## config.mk

```make
export PLATFORM = sky130hd
export DESIGN_NAME = vx_rr_stream_arbiter
export DESIGN_NICKNAME = d
export VERILOG_FILES = /design/src/rtl/vx_rr_stream_arbiter.sv
export SDC_FILE = /design/constraint.sdc
export NUM_CORES = 1
export LEC_CHECK = 0
export ABC_AREA = 0
export CAP_MARGIN = 20
export CORE_UTILIZATION = 37
export CTS_CLUSTER_DIAMETER = 100
export DETAILED_ROUTE_END_ITERATION = 12
export PLACE_DENSITY = 0.9
export SLEW_MARGIN = 20
export SYNTH_ARGS = -nofsm -noshare
export SYNTH_HDL_FRONTEND = slang
export SYNTH_SLANG_ARGS = --single-unit
```

## constraint.sdc

```tcl
create_clock -name clk -period 3 [get_ports clk]
set_clock_uncertainty 0.15 [all_clocks]
set_input_delay 0.6 -clock clk [delete_from_list [all_inputs] [get_ports clk]]
set_output_delay 0.6 -clock clk [all_outputs]
set_load 0.02 [all_outputs]
```

## src/rtl/vx_rr_stream_arbiter.sv

```systemverilog
// Round-robin N:1 stream arbiter with a single registered output stage.
// Grant search starts at the priority pointer, which advances past each accepted requester.
module vx_rr_stream_arbiter #(
  parameter int unsigned NUM_REQS = 4,
  parameter int unsigned DATAW    = 32,
  localparam int unsigned LOG_REQS = (NUM_REQS > 1) ? $clog2(NUM_REQS) : 1
) (
  input  logic                      clk,
  input  logic                      reset_n,
  input  logic [NUM_REQS-1:0]       valid_in,
  input  logic [NUM_REQS*DATAW-1:0] data_in,
  output logic [NUM_REQS-1:0]       ready_in,
  output logic                      valid_out,
  output logic [DATAW-1:0]          data_out,
  output logic [LOG_REQS-1:0]       sel_out,
  input  logic                      ready_out
);

  logic                valid_r;
  logic [DATAW-1:0]    data_r;
  logic [LOG_REQS-1:0] sel_r;
  logic [LOG_REQS-1:0] ptr;
  logic [LOG_REQS-1:0] grant;
  logic [NUM_REQS-1:0] upper_valid;
  logic [DATAW-1:0]    data_sel;
  logic                stage_free;
  logic                accept;

  always_comb begin
    upper_valid = '0;
    for (int unsigned i = 0; i < NUM_REQS; i++) begin
      upper_valid[i] = valid_in[i] && (i >= 32'(ptr));
    end
  end

  // Requesters at or above ptr win first; otherwise wrap to the lowest valid index.
  // Descending scan so the last hit (lowest index) sticks.
  always_comb begin
    grant = '0;
    for (int unsigned i = NUM_REQS; i > 0; i--) begin
      if ((|upper_valid) ? upper_valid[i-1] : valid_in[i-1]) begin
        grant = LOG_REQS'(i - 1);
      end
    end
  end

  always_comb begin
    data_sel = '0;
    for (int unsigned i = 0; i < NUM_REQS; i++) begin
      if (grant == LOG_REQS'(i)) begin
        data_sel = data_in[i*DATAW +: DATAW];
      end
    end
  end

  assign stage_free = !valid_r || ready_out;
  // reset_n gates the strobe so nothing is offered while reset is held.
  assign accept     = reset_n && stage_free && (|valid_in);

  always_comb begin
    ready_in = '0;
    for (int unsigned i = 0; i < NUM_REQS; i++) begin
      ready_in[i] = accept && (grant == LOG_REQS'(i));
    end
  end

  always_ff @(posedge clk or negedge reset_n) begin
    if (!reset_n) begin
      valid_r <= 1'b0;
      data_r  <= '0;
      sel_r   <= '0;
      ptr     <= '0;
    end else if (accept) begin
      valid_r <= 1'b1;
      data_r  <= data_sel;
      sel_r   <= grant;
      ptr     <= (32'(grant) == NUM_REQS - 1) ? '0 : grant + LOG_REQS'(1);
    end else if (ready_out) begin
      valid_r <= 1'b0;
    end
  end

  assign valid_out = valid_r;
  assign data_out  = data_r;
  assign sel_out   = sel_r;

endmodule
```

* Word-level counts from Yosys, hierarchy flattened
Index checks and enable logic that the tools add are counted.
** Operators by class
- $add $sub $neg :: 1
- Order comparisons :: 3
- Reductions and logical operators :: 15
- Equal/unequal tests :: 3
- Mux-type cells :: 14
** Operators by type and width (number)
- $mux 32 :: 4
- $mux 2 :: 5
- $logic_and 1x1->1 :: 9
- $reduce_or 4->1 :: 2
- $mux 1 :: 5
- $eq 2x2->1 const B :: 2
- $ge 1x2->1 const A :: 2
- $add 2x1->2 const B :: 1
- $eq 2x1->1 const B :: 1
- $ge 2x2->1 const A :: 1
- $logic_not 2->1 :: 1
- $reduce_bool 2->1 :: 1
- $logic_not 1->1 :: 1
- $logic_or 1x1->1 :: 1
** Storage, ports and cells
- Register bits after elaboration :: 37
- Word-level logic and storage cells :: 40

* Longest topological paths before layout
Gate-level depths: netlist (run 1).
- Word-level depth :: 12
- Depth in mapped cells :: 9

* Least setup slack after synthesis (run 1)
OpenSTA, ideal clock, no wires.
- Kind :: in2out
- Start point :: in valid_in[1]
- End point :: out ready_in[1]
- Cell stages on the path :: 7
- Slack :: 0.264 ns
- Arrival :: 1.986 ns
- Path through :: and2b_1 a221oi_1 or2_2 ha_1 buf_4 buf_2 and3_1
** On the way
- Longest elaborated chain between the ends :: 8
- Elaborated cells on any way between the ends :: 12
- Those cells by class :: eq/ne: 1; mux: 6; reduce/logical: 5
** Ends and longest elaborated chain
- start, declared :: RTL line 10 : input logic [NUM_REQS-1:0] valid_in,
- $logic_and 1x1->1 :: RTL line 32 : upper_valid[i] = valid_in[i] && (i >= 32'(ptr));
- $reduce_or 4->1 :: RTL line 41 : if ((|upper_valid) ? upper_valid[i-1] : valid_in[i-1]) begin
- $mux 1 :: RTL line 41
- $mux 2 (3 in a row) :: RTL line 41
- $eq 2x1->1 :: RTL line 63 : ready_in[i] = accept && (grant == LOG_REQS'(i));
- $logic_and 1x1->1 (*) :: RTL line 63
- end, declared :: RTL line 12 : output logic [NUM_REQS-1:0] ready_in,
Mark *: on every way between the ends. The rest lies on a longest branch, timed or not.

* Final worst setup path (run 1)
- Start point :: in valid_in[2]
- End point :: out ready_in[2]
** On the way
- Longest elaborated chain between the ends :: 8
- Elaborated cells on any way between the ends :: 12
- Those cells by class :: eq/ne: 1; mux: 6; reduce/logical: 5
** Ends and longest elaborated chain
- $logic_and 1x1->1 :: RTL line 32
- $reduce_or 4->1 :: RTL line 41
- $mux 1 :: RTL line 41
- $mux 2 (2 in a row) :: RTL line 41
- $mux 2 (*) :: RTL line 41
- net grant[1] :: RTL line 23 : logic [LOG_REQS-1:0] grant;
- $eq 2x2->1 (*) :: RTL line 63
- $logic_and 1x1->1 (*) :: RTL line 63
The timed path passes the listed nets; every way through them passes the cells marked *.

==> out/results.tsv, run 1 <==
metric	value	unit
clk_latency	0.28	ns
ys_ff_latch	37	
cp_data_required_time	2.25	ns
numCtsBuffers	5	
p_sw	1.29	mW
io_pins	174	
drive_above_1_share	8.43	%
hold_viol	0	
hold_class	in2async	
ant_nets	0	
switching_share	40.9	%
synth_nets	474	
powerDensity	681	mW/mm2
hpwlAfterDp	6750	um
slew_violations	0	
first_global_vias	3041	
yosysMostFrequentCell	a21oi_1	
critPathMaxStageDelay	0.32	ns
initial_core_util	38.2	%
crit_family	buffers and inverters	
gp_congestion	0.907	
clockBufferDepth	2	
slew_headroom	58.2	%
p_clk_share	12.1	%
synth_area	0.00276	mm2
grt_antenna_before_repair	0	
synthTopCellsByCount	66 x a21oi_1, 37 x dfrtp_1, 35 x nand2_1	
max-vdd-ir-drop	0.252	mV
end_kind	primary output	
path_clk_slew	0.07	ns
rows	31	
worst-path-buf-inv	3	
yosys_warnings	0	
routed_wl	9240	um
path_class	in2out	
cts_tree	built	
port_buffers	173	
finalSetupViolCount	0	
cap_violations	0	
syn_inst	335	
wl_per_cell	15.5	um
ctsRootBufferMaster	clkbuf_8	
coreArea	0.00721	mm2
power_frac_seq	25.6	%
cp_max_fo	5	
cts-htree-levels	2	
leakage	1.87	nW
crit_chain	dlygate4sd2_1 -> and2b_1 -> a221oi_2 -> buf_4 -> nor2_1 -> ha_2 -> and3_1 -> buf_2	
yosysUniqueCellTypes	31	
grt_first_pass_wirelength	14000	um
cts.sinks	37	
seq_area_frac_synth	33.6	%
cp.arrival	2.11	ns
postSynth.asyncResetShare	100	%
fp.dieH	88.4	um
dp_slack	-0.501	ns
antenna_cells	0	
worst_pin_slew	0.627	ns
critPathSlowestCell	a221oi_2	
grt_use_total	23.0	%
die_area	0.00781	mm2
dpl.cell_count	588	
comb_power_share	62.2	%
p_int	1.87	mW
synth_edf_count	0	
period_share	95.5	%
post-route-min-period	2.86	ns
syn_to_final_growth	68.3	%
n_fill_cell	594	
finalWorstSetupSlack	0.136	ns
synth_flop_cell	dfrtp_1	
drt_iter0_drc	135	
synth_top_cell_by_area	dfrtp_1	
post-route-drc-count	0	
seqCellArea	926	um2
start_kind	primary input	
die_w	88.4	um
first_pass_iters	5	
outcome	complete, no violations	
synth_top_area_share	33.6	%
nets	636	
grt_max_degree	65	
overflow	0	
vias_per_cell	5.40	
stdcell_count	597	
utilization	64.4	%
synth_area_leaders	dfrtp_1 34%, a21oi_1 12%, a221o_1 12%	
clock.fmax	349	MHz
multiInputGateArea	0.00151	mm2
via_count	3221	
rsz0062_at_grt	no	
syn_avg_cell_area	8.24	um2
worst reg2reg max path, delay by kind of cell (launching register included):
kind	cells	cell delay (ns)
adder cells (fa/ha/maj)	1	0.17
flip-flops	1	0.44
AO/OA/AOI/OAI	4	0.92
buffers and inverters	1	0.51
AND/OR/NAND/NOR	2	0.37
sequential cells by signal, summed over array words and instances (netlist names):
| signal | cells |
|---|---|
| sel_out | 2 |
| valid_out | 1 |
| ptr | 2 |
| data_out | 32 |
stage by stage:
step	setup TNS (ns)	hold slack, ns	area [um2]	total power, mW
after global routing	0	0.279	4640	3.37
after CTS	-0.0132	0.269	4630	3.17
after detailed placement	-12.65	0.349	4520	2.77
after global placement	-10.16	0.350	4520	2.72
after floorplan	0	0.154	2760	1.99
final	0	0.243	4640	3.16
cells in the final DEF, fill, tap and decap left out, types with 3 or more instances in the layout:
cell type / instances
a31oi_1: 32
nand3b_1: 32
o21ai_0: 3
ha_2: 3
dlygate4sd2_1: 3
a21oi_1: 66
clkdlybuf4s50_1: 164
buf_4: 17
clkbuf_8: 7
and3_1: 4
nand2b_1: 3
dfrtp_1: 37
inv_1: 34
buf_2: 4
a221o_1: 32
nand2_1: 35
cells by family (layout without fill, tap and decap cells):
kind of cell | after synthesis | count (layout) | synth area share, %
flops | 37 | 37 | 33.6
buf+inv | 70 | 233 | 12.6
compound gates | 139 | 139 | 34.1
mux | 2 | 2 | 0.907
fa+ha+maj | 4 | 4 | 1.81
simple gates | 83 | 83 | 17.0
cell type report:
cell class / count / share of cell area [%]
timing repair buffer: 191 / 39.9
sequential: 37 / 19.9
inverter: 34 / 2.75
clock inverter: 1 / 0.108
multi-input combinational: 228 / 32.6
tap: 99 / 2.67
clock buffer: 7 / 2.07
power groups by stage:
stage	clock network, mW	registers, mW	logic [mW]
global route	0.419	0.834	2.12
finish	0.384	0.811	1.97
floorplan	0	1.04	0.954
global placement	0	0.804	1.91
detailed placement	0	0.817	1.95
CTS	0.396	0.810	1.96
timing repair:
item | CTS | global route
endpoints found under the setup margin | 36 | 31
hold buffers | 0 | 0
pin swaps | 2 | 2
buffers inserted | 0 | 1
gates resized for setup | 21 | 7
path summary, 6_finish.rpt:
path	startpoint	cells past startpoint	slack, ns	end
setup / recovery	valid_in[2]	8	0.14	ready_in[2]
hold / removal	reset_n	2	0.24	data_out[27]
setup reg to reg	ptr[1]	8	0.37	data_out[31]
hold reg to reg	sel_out[0]	2	0.37	sel_out[0]
max in group asynchronous	reset_n	2	2.10	data_out[22]
min in group clk	sel_out[0]	2	0.37	sel_out[0]
per-layer routing:
layer	part of all wire, %	vias up	GRT usage (%)
li1	-	1550	-
met1	41	1525	27.5
met2	52	130	40.8
met3	5.3	16	4.38
met4	1.6	0	8.50
met5	0	-	0
No activity file was read; power rests on OpenSTA's default activity.
==> inputs of run 2 (changes only) <==
CORE_MARGIN = 2   (was not set)
==> run 2 against run 1 <==
  * Combinational power about the same
  * Sequential share of layout area about the same
  * First-iteration DRC count decreased by 12%
  * Wire length increased by 5.0%
  * Global-route usage increased by 0.37 points
  * Critical path depth unchanged
  * Critical endpoint unchanged
  * Cell count increased by 0.34%
  * Hold slack got worse by 0.0071 ns
  * Worst setup slack got worse by 0.042 ns
  * Largest cell class unchanged
  * Total power decreased by 0.93%
  * Utilization decreased by 0.43 points
==> out/results.tsv, run 2 (same netlist as run 1, synthesis figures left out) <==
metric	value	unit
outcome	complete, no violations	
p_total	3.13	mW
clock.fmax	344	MHz
grt_max_degree	65	
dp_slack	-0.628	ns
cts-htree-levels	2	
hold_class	in2async	
largest_reg_flops	32	
first_global_vias	3338	
leakage	1.87	nW
clk_latency	0.28	ns
cts_hold_buf	0	
path_clk_slew	0.07	ns
finish.instance_area	0.00464	mm2
wl_per_cell	16.2	um
cts.sinks	37	
layout_commonest_cell	clkdlybuf4s50_1	
ant_nets	0	
place_area	0.00454	mm2
die_w	90.4	um
initial_core_util	38.0	%
post-route-drc-count	0	
post-route-min-period	2.91	ns
fp.dieH	90.4	um
syn_to_final_growth	68.1	%
rsz0062_at_grt	no	
ctsRootBufferMaster	clkbuf_8	
cp.arrival	2.16	ns
hold_viol	0	
grt_use_total	23.3	%
powerDensity	676	mW/mm2
stdcell_count	599	
cap_violations	0	
max-vdd-ir-drop	0.274	mV
drt_iter0_drc	119	
slew_violations	0	
numCtsBuffers	5	
utilization	63.9	%
mostFrequentLayoutCells	164 x clkdlybuf4s50_1, 66 x a21oi_1, 37 x dfrtp_1	
routed_wl	9700	um
hpwlAfterDp	7220	um
first_pass_iters	4	
coreArea	0.00725	mm2
dpl.cell_count	590	
path_class	in2out	
drive_above_1_share	8.20	%
clockBufferDepth	2	
cts_tree	built	
rows	31	
worst_pin_slew	0.654	ns
tns	0	ns
cp_max_fo	5	
period_share	96.9	%
antenna_cells	0	
hold_ws	0.236	ns
finalSetupViolCount	0	
slew_headroom	56.4	%
grt_antenna_before_repair	0	
finalWorstSetupSlack	0.0938	ns
start_kind	primary input	
overflow	0	
vias_per_cell	5.45	
die_area	0.00816	mm2
nets	638	
gp_congestion	0.896	
grt_first_pass_wirelength	15500	um
port_buffers	173	
via_count	3266	
io_pins	174	
cp_data_required_time	2.25	ns
end_kind	primary output	
[run 2: critical path, stage by stage]
cell           delay [ns]
dlygate4sd2_1        0.31
and2b_1              0.23
a221oi_4             0.29
buf_4                0.17
nor2_1               0.06
ha_2                 0.20
and3_1               0.14
buf_2                0.16
[run 2: per-layer routing]
metal	share of wire, %	routed length [um]	track usage (%)
met1	38	3710	25.1
met4	1.9	184	7.56
met2	54	5220	44.9
met3	6.0	582	5.01
met5	0	0	0
[run 2: final timing paths]
| kind | start | to | slack, ns | cells after the start |
|---|---|---|---|---|
| worst max-delay path | valid_in[2] | ready_in[2] | 0.09 | 8 |
| worst min-delay path | reset_n | data_out[27] | 0.24 | 2 |
| worst max register to register | ptr[1] | data_out[1] | 0.42 | 8 |
| worst min register to register | data_out[27] | data_out[27] | 0.40 | 2 |
| max in group asynchronous | reset_n | data_out[17] | 2.11 | 2 |
| min in group clk | data_out[27] | data_out[27] | 0.40 | 2 |
[run 2: layout make-up]
| type | count | area [um2] |
|---|---|---|
| inverters | 34 | 128 |
| clock inverters | 2 | 10.0 |
| well taps | 99 | 124 |
| fillers | 631 | 2620 |
| clock buffers | 6 | 72.6 |
| repair buffers | 193 | 1860 |
| flip-flops and latches | 37 | 926 |
| multi-input cells | 228 | 1520 |
[run 2: power by group]
group          switching [mW]  internal [mW]  total (mW)
sequential              0.117          0.694       0.811
clock                   0.167          0.161       0.327
combinational            1.02          0.976        1.99
[run 2: repair_timing]
| item | 4_1_cts | 5_1_grt |
|---|---|---|
| gates resized for setup | 25 | 2 |
| pin swaps | 3 | 0 |
| buffers inserted | 1 | 0 |
| cloned | 0 | 0 |
| endpoints found under the setup margin | 36 | 24 |
==> inputs of run 3 (changes only) <==
CTS_CLUSTER_DIAMETER = not set   (was 100)
==> results of run 3 <==
Final layout, timing and power as in run 2 (identical DEF).
